===== src/rtl/ahb_lite_initiator.sv =====
// AHB-Lite initiator: turns a valid/ready command stream into single NONSEQ word transfers.
// Optional data-phase timeout with lock-up is enabled by defining AHB_INITIATOR_TIMEOUT_EN.
module ahb_lite_initiator #(
  parameter int unsigned ADDR_W         = 32,
  parameter int unsigned DATA_W         = 32,
  parameter int unsigned TIMEOUT_CYCLES = 256
) (
  input  logic              HCLK,
  input  logic              HRESETn,
  input  logic              cmd_valid,
  output logic              cmd_ready,
  input  logic              cmd_write,
  input  logic [ADDR_W-1:0] cmd_addr,
  input  logic [DATA_W-1:0] cmd_wdata,
  output logic              rsp_valid,
  output logic [DATA_W-1:0] rsp_rdata,
  output logic              rsp_err,
`ifdef AHB_INITIATOR_TIMEOUT_EN
  output logic              timeout,
`endif
  output logic [ADDR_W-1:0] HADDR,
  output logic [1:0]        HTRANS,
  output logic              HWRITE,
  output logic [2:0]        HSIZE,
  output logic [DATA_W-1:0] HWDATA,
  input  logic              HREADY,
  input  logic [DATA_W-1:0] HRDATA,
  input  logic              HRESP
);

  localparam logic [1:0] TransIdle   = 2'b00;
  localparam logic [1:0] TransNonseq = 2'b10;

  logic              ap_valid_q, ap_valid_d;
  logic              ap_write_q, ap_write_d;
  logic [ADDR_W-1:0] ap_addr_q, ap_addr_d;
  logic [DATA_W-1:0] ap_wdata_q, ap_wdata_d;
  logic              dp_valid_q, dp_valid_d;
  logic              dp_write_q, dp_write_d;
  logic [DATA_W-1:0] dp_wdata_q, dp_wdata_d;
  logic              cancel_q, cancel_d;
  logic              rsp_valid_q, rsp_valid_d;
  logic [DATA_W-1:0] rsp_rdata_q, rsp_rdata_d;
  logic              rsp_err_q, rsp_err_d;
  logic              locked;
  logic              issue, accept, advance, complete;

`ifdef AHB_INITIATOR_TIMEOUT_EN
  typedef enum logic {StRun, StLocked} state_e;
  localparam int unsigned CntW = $clog2(TIMEOUT_CYCLES + 1);

  state_e          state_q, state_d;
  logic [CntW-1:0] wait_cnt_q, wait_cnt_d;

  assign locked  = (state_q == StLocked);
  assign timeout = locked;
`else
  assign locked = 1'b0;
`endif

  // cancel_q marks the second error cycle, where the address phase is withdrawn from the bus
  assign issue     = ap_valid_q && !cancel_q && !locked;
  assign cmd_ready = !locked && (!ap_valid_q || (HREADY && !HRESP && !cancel_q));
  assign accept    = cmd_valid && cmd_ready;
  assign advance   = issue && HREADY;
  assign complete  = dp_valid_q && HREADY;

  assign HTRANS    = issue ? TransNonseq : TransIdle;
  assign HADDR     = ap_addr_q;
  assign HWRITE    = ap_write_q;
  assign HSIZE     = 3'b010;
  assign HWDATA    = dp_wdata_q;
  assign rsp_valid = rsp_valid_q;
  assign rsp_rdata = rsp_rdata_q;
  assign rsp_err   = rsp_err_q;

  always_comb begin
    ap_valid_d  = ap_valid_q;
    ap_write_d  = ap_write_q;
    ap_addr_d   = ap_addr_q;
    ap_wdata_d  = ap_wdata_q;
    dp_valid_d  = dp_valid_q;
    dp_write_d  = dp_write_q;
    dp_wdata_d  = dp_wdata_q;
    rsp_valid_d = 1'b0;
    rsp_rdata_d = rsp_rdata_q;
    rsp_err_d   = rsp_err_q;
    cancel_d    = cancel_q;
`ifdef AHB_INITIATOR_TIMEOUT_EN
    state_d     = state_q;
    wait_cnt_d  = '0;
`endif

    if (HREADY) begin
      cancel_d = 1'b0;
    end else if (dp_valid_q && HRESP) begin
      cancel_d = 1'b1;
    end

    if (complete) begin
      rsp_valid_d = 1'b1;
      rsp_rdata_d = dp_write_q ? '0 : HRDATA;
      rsp_err_d   = HRESP;
      dp_valid_d  = 1'b0;
    end

    if (advance) begin
      dp_valid_d = 1'b1;
      dp_write_d = ap_write_q;
      ap_valid_d = 1'b0;
      if (ap_write_q) begin
        dp_wdata_d = ap_wdata_q;
      end
    end

    if (accept) begin
      ap_valid_d = 1'b1;
      ap_write_d = cmd_write;
      ap_addr_d  = cmd_addr;
      ap_wdata_d = cmd_wdata;
    end

`ifdef AHB_INITIATOR_TIMEOUT_EN
    if (dp_valid_q && !HREADY && !locked) begin
      wait_cnt_d = wait_cnt_q + 1'b1;
      if (wait_cnt_q == CntW'(TIMEOUT_CYCLES - 1)) begin
        rsp_valid_d = 1'b1;
        rsp_rdata_d = '0;
        rsp_err_d   = 1'b1;
        dp_valid_d  = 1'b0;
        ap_valid_d  = 1'b0;
        cancel_d    = 1'b0;
        wait_cnt_d  = '0;
        state_d     = StLocked;
      end
    end
    if (locked) begin
      ap_valid_d = 1'b0;
      dp_valid_d = 1'b0;
    end
`endif
  end

  always_ff @(posedge HCLK or negedge HRESETn) begin
    if (!HRESETn) begin
      ap_valid_q  <= 1'b0;
      ap_write_q  <= 1'b0;
      ap_addr_q   <= '0;
      ap_wdata_q  <= '0;
      dp_valid_q  <= 1'b0;
      dp_write_q  <= 1'b0;
      dp_wdata_q  <= '0;
      cancel_q    <= 1'b0;
      rsp_valid_q <= 1'b0;
      rsp_rdata_q <= '0;
      rsp_err_q   <= 1'b0;
`ifdef AHB_INITIATOR_TIMEOUT_EN
      state_q     <= StRun;
      wait_cnt_q  <= '0;
`endif
    end else begin
      ap_valid_q  <= ap_valid_d;
      ap_write_q  <= ap_write_d;
      ap_addr_q   <= ap_addr_d;
      ap_wdata_q  <= ap_wdata_d;
      dp_valid_q  <= dp_valid_d;
      dp_write_q  <= dp_write_d;
      dp_wdata_q  <= dp_wdata_d;
      cancel_q    <= cancel_d;
      rsp_valid_q <= rsp_valid_d;
      rsp_rdata_q <= rsp_rdata_d;
      rsp_err_q   <= rsp_err_d;
`ifdef AHB_INITIATOR_TIMEOUT_EN
      state_q     <= state_d;
      wait_cnt_q  <= wait_cnt_d;
`endif
    end
  end

endmodule


===== config.mk =====
export PLATFORM = sky130hd
export DESIGN_NAME = ahb_lite_initiator
export DESIGN_NICKNAME = d
export VERILOG_FILES = /design/src/rtl/ahb_lite_initiator.sv
export SDC_FILE = /design/constraint.sdc
export NUM_CORES = 1
export LEC_CHECK = 0
export BUFFER_PORTS_ARGS = -buffer_cell sky130_fd_sc_hd__buf_2
export CORE_ASPECT_RATIO = 0.6
export CORE_MARGIN = 8
export CORE_UTILIZATION = 27
export DETAILED_ROUTE_END_ITERATION = 6
export HOLD_SLACK_MARGIN = 0.06
export PLACE_DENSITY_LB_ADDON = 0.1
export RECOVER_POWER = 25
export SETUP_SLACK_MARGIN = 0.1
export SLEW_MARGIN = 20
export SYNTH_ARGS = -nofsm -noshare
export SYNTH_HDL_FRONTEND = slang
export SYNTH_SLANG_ARGS = --single-unit

===== constraint.sdc =====
create_clock -name HCLK -period 1.27 [get_ports HCLK]
set_input_delay 0.1905 -clock HCLK [delete_from_list [all_inputs] [get_ports HCLK]]
set_output_delay 0.1905 -clock HCLK [all_outputs]
set_load 0.005 [all_outputs]

* Word level (Yosys, flattened, before mapping) *
Index checks and enable logic that the tools add are counted.

cells by class
  mux-type cells = 9
  reductions and logical operators = 15

operator list
  cell                 count
  $mux W32             1
  $logic_and A1 B1 Y1  7
  $mux W1              7
  $reduce_bool A2 Y1   3
  $logic_not A1 Y1     3
  $mux W2              1
  $reduce_and A2 Y1    1
  $logic_or A1 B1 Y1   1

word-level totals
  register bits after elaboration = 135
  input port bits = 102

* Depth between registers and ports, before layout *
  depth in word-level cells = 6
  gate-level depth with buffers = 5
  depth with buffers taken out = 3

* Worst setup path before layout *
No wires, ideal clock.

  kind = reg2reg
  from = register cancel_q
  to = register ap_addr_q[0] (netlist: HADDR[0])
  arrival = 1.241 ns
  data required time = 1.145 ns
  path slack = -0.096 ns
  stages on the path, launching flop included = 6
  buffers on the path = 2
  clock period less this slack = 1.366 ns
  cells stage by stage = dfrtp_1 -> nor3b_2 -> o21ai_2 -> buf_6 -> buf_6 -> mux2_4

on the way
  word-level cells in the longest chain between the ends = 4

ends and longest elaborated chain
  element                 RTL line  text
  start, declared         41        logic cancel_q, cancel_d;
  start signal, assigned  169       cancel_q <= cancel_d;
  $logic_not A1 Y1        63        assign cmd_ready = !locked && (!ap_valid_q || (HREADY && !HRESP && !cancel_q));
  $logic_and A1 B1 Y1     63
  $logic_or A1 B1 Y1      63
  $logic_and A1 B1 Y1     64        assign accept = cmd_valid && cmd_ready;
  end signal, assigned    164       ap_addr_q <= ap_addr_d;
  end, declared           36        logic [ADDR_W-1:0] ap_addr_q, ap_addr_d;

No other way between the ends.
A chain may end at the register's enable or synchronous reset.

* Worst setup path in the final report *
  from = register cancel_q
  to = register ap_addr_q[20] (netlist: HADDR[20])

Same word-level chain as after synthesis.

==> flow_metrics.env <==
export IMPL_syn_avg_cell_area_um2=14.39
export IMPL_start_kind="flip-flop"
export IMPL_clkTransAtPathRegs_ns=0.06
export IMPL_hp_class="in2reg"
export IMPL_worst_pin_slew_ns=0.7948
export IMPL_synth_seq_cells=135
export IMPL_fill_cells=1852
export IMPL_grt_start_max_net_pins=66
export IMPL_finalSetupViolCount=100
export IMPL_outcome="finished, violations left"
export IMPL_grt_usage=0.1242
export IMPL_synth_cell_types=19
export IMPL_antenna_cells=0
export IMPL_wire_per_inst_um=15.90
export IMPL_clock_root_buffer="clkbuf_16"
export IMPL_crit_slowest_cell="dfrtp_1"
export IMPL_dp_hpwl_mm=9.939
export IMPL_fmax_ghz=0.6580
export IMPL_numClockSinks=135
export IMPL_violations="setup timing"
export IMPL_ir_drop_mv=0.8593
export IMPL_fin_nets=812
export IMPL_worst_slack_ns=-0.2498
export IMPL_crit_buf_inv=3
export IMPL_slew_violations=0
export IMPL_die_area_um2=24800
export IMPL_numCtsBuffers=17
export IMPL_portBuffers=202
export IMPL_fin_worst_skew_ns=0.007812
export IMPL_worstPathMaxFanout=18
export IMPL_finalCriticalPeriod_ns=1.520
export IMPL_fin_util=0.4404
export IMPL_dr_pass1_iters=4
export IMPL_design_core_area_um2=19770
export IMPL_maxSlewHeadroom=0.4701
export IMPL_syn_cell_area_um2=5369
export IMPL_area_growth_pct=62.18
export IMPL_die_y_um=125.2
export IMPL_viasPerCell=4.011
export IMPL_powerDensity_nw_per_um2=1900
export IMPL_critPathTopFamily="buffers and inverters"
export IMPL_path_class="reg2reg"
export IMPL_clockBufferDepth=2
export IMPL_wl_mm=15.83
export IMPL_cp_end_kind="flip-flop"
export IMPL_postSynthCellCount=373
export IMPL_h_tree_depth=4
export IMPL_cts_tree="built"
export IMPL_grt_pass1_vias=4405
export IMPL_cap_violations=0
export IMPL_drive_gt1_frac=0.5222
export IMPL_drc=0
export IMPL_slowest_delay_ns=0.36
export IMPL_critPathArrivalTime_ns=1.81
export IMPL_drtIter0Drc=158
export IMPL_boundaryPins=207
export IMPL_grt_pass1_wl_mm=24.29
export IMPL_fin_tns_setup_ns=-21.04
export IMPL_die_w_um=198.0
export IMPL_power_mw=16.54
export IMPL_start_util=0.2716
export IMPL_cellLeakagePower_nw=4.301
export IMPL_gp_congestion=0.6902
export IMPL_antenna_found_initial=0
export IMPL_cp_required_ns=1.56
export IMPL_grt_overflow=0
export IMPL_vias=3991
export IMPL_hold_viol=0
export IMPL_synth_yosys_seq_area_share=0.6292
export IMPL_synth_warnings=0
export IMPL_period_share=1.197
export IMPL_path_cells="nor3b_2 > buf_4 > o21ai_4 > buf_6 > buf_12 > mux2_2"
export IMPL_ant_nets=0
export IMPL_clk_latency_ns=0.41
export IMPL_rsz0062_at_grt="true"
export IMPL_fp_row_count=40
## metrics by stage
step | hold WS (ns) | setup WS (ns) | instances | area [µm²]
floorplan | -0.1051 | -0.09586 | 375 | 5400
global placement | 0.08618 | -0.1653 | 842 | 6792
detailed placement | 0.09211 | -0.2022 | 842 | 6792
CTS | 0.09846 | -0.2574 | 980 | 8532
global route | 0.1200 | -0.2971 | 995 | 8707
finish | 0.1284 | -0.2498 | 995 | 8707
## layout by cell type (no fill, tap or decap), drive strengths merged
master and instances:
buf 237, dfrtp 135, dlygate4sd3 99, mux2 98, nand2 35, o21ai 35, nand2b 33, clkbuf 29
conb 4, clkinv 4, inv 3, bufinv 2, nor2 2, nor3b 1, nor2b 1, nand3 1
nand3b 1, a21oi 1, clkinvlp 1
## where the power goes
group,internal [mW],switching [mW]
sequential,5.84,0.791
clock,3.19,1.82
combinational,2.96,1.95
## final cells by class
cell class | count | area [µm²] | share of cell area
Timing Repair Buffer | 341 | 2515 | 0.2888
Multi-Input combinational cell | 212 | 1858 | 0.2134
Tap cell | 273 | 341.6 | 0.03923
Sequential cell | 135 | 3378 | 0.3880
Clock buffer | 24 | 511.7 | 0.05877
Inverter | 3 | 11.26 | 0.001293
Clock inverter | 7 | 91.34 | 0.01049
## per-layer routing
| layer | global-route usage | share of wire | vias to the layer above |
|---|---|---|---|
| met1 | 0.1565 | 0.46 | 1936 |
| met3 | 0.04849 | 0.066 | 17 |
| met2 | 0.1906 | 0.45 | 116 |
| met5 | 0 | 0 | - |
| met4 | 0.04506 | 0.015 | 0 |
| li1 | - | - | 1922 |
## Yosys cell counts
library cell / n / area (µm²)
buf_2: 5 / 25.02
o21ai_2: 1 / 8.760
nor2b_1: 1 / 6.260
mux2_2: 59 / 664.4
o21ai_0: 34 / 170.2
buf_4: 5 / 37.54
dfrtp_1: 135 / 3378
nand2b_1: 33 / 206.5
clkbuf_1: 10 / 37.54
buf_6: 5 / 56.30
a21oi_1: 1 / 5.000
conb_1: 2 / 7.510
nand3_2: 1 / 10.01
nand2_1: 35 / 131.4
mux2_4: 39 / 585.6
nor3b_2: 1 / 12.51
inv_1: 3 / 11.26
nor2_1: 2 / 7.510
nand3b_1: 1 / 7.510
## worst paths after layout
check,startpoint,endpoint,slack (ns),cells after the start
hold reg to reg,rsp_rdata[16],rsp_rdata[16],0.48,2
setup reg to reg,cancel_q,HADDR[20],-0.25,6
max in group asynchronous,HRESETn,dp_write_q,0.13,3
min in group asynchronous,HRESETn,rsp_rdata[4],0.42,2
hold / removal,HREADY,dp_valid_q,0.13,3
setup / recovery,cancel_q,HADDR[20],-0.25,6
## flip-flops by register name, summed over array words and instances, names as in the netlist
signal and count:
cancel_q 1, ap_wdata_q 32, rsp_rdata 32, HADDR 32, HWRITE 1, rsp_valid 1
dp_write_q 1, rsp_err 1, HWDATA 32, ap_valid_q 1, dp_valid_q 1
## cells by family after synthesis
group	synth area share
compound gates	0.03426
buf+inv	0.03123
flops	0.6292
mux	0.2328
other cells	0.001399
simple gates	0.07108
## worst reg2reg max path: stages, from the launching register on
cell     delay [ns]
dfrtp_1        0.36
nor3b_2        0.06
buf_4          0.13
o21ai_4        0.15
buf_6          0.16
buf_12         0.17
mux2_2         0.38
## repair_timing
| item | 4_1_cts | 5_1_grt |
|---|---|---|
| buffers inserted | 5 | 10 |
| pin swaps | 3 | 3 |
| endpoints found under the hold margin | 233 | 0 |
| resized for setup | 7 | 7 |
| setup endpoints to repair | 101 | 122 |
| gates cloned | 3 | 5 |
| hold buffers | 99 | 0 |
(Power assumes the default switching activity.)
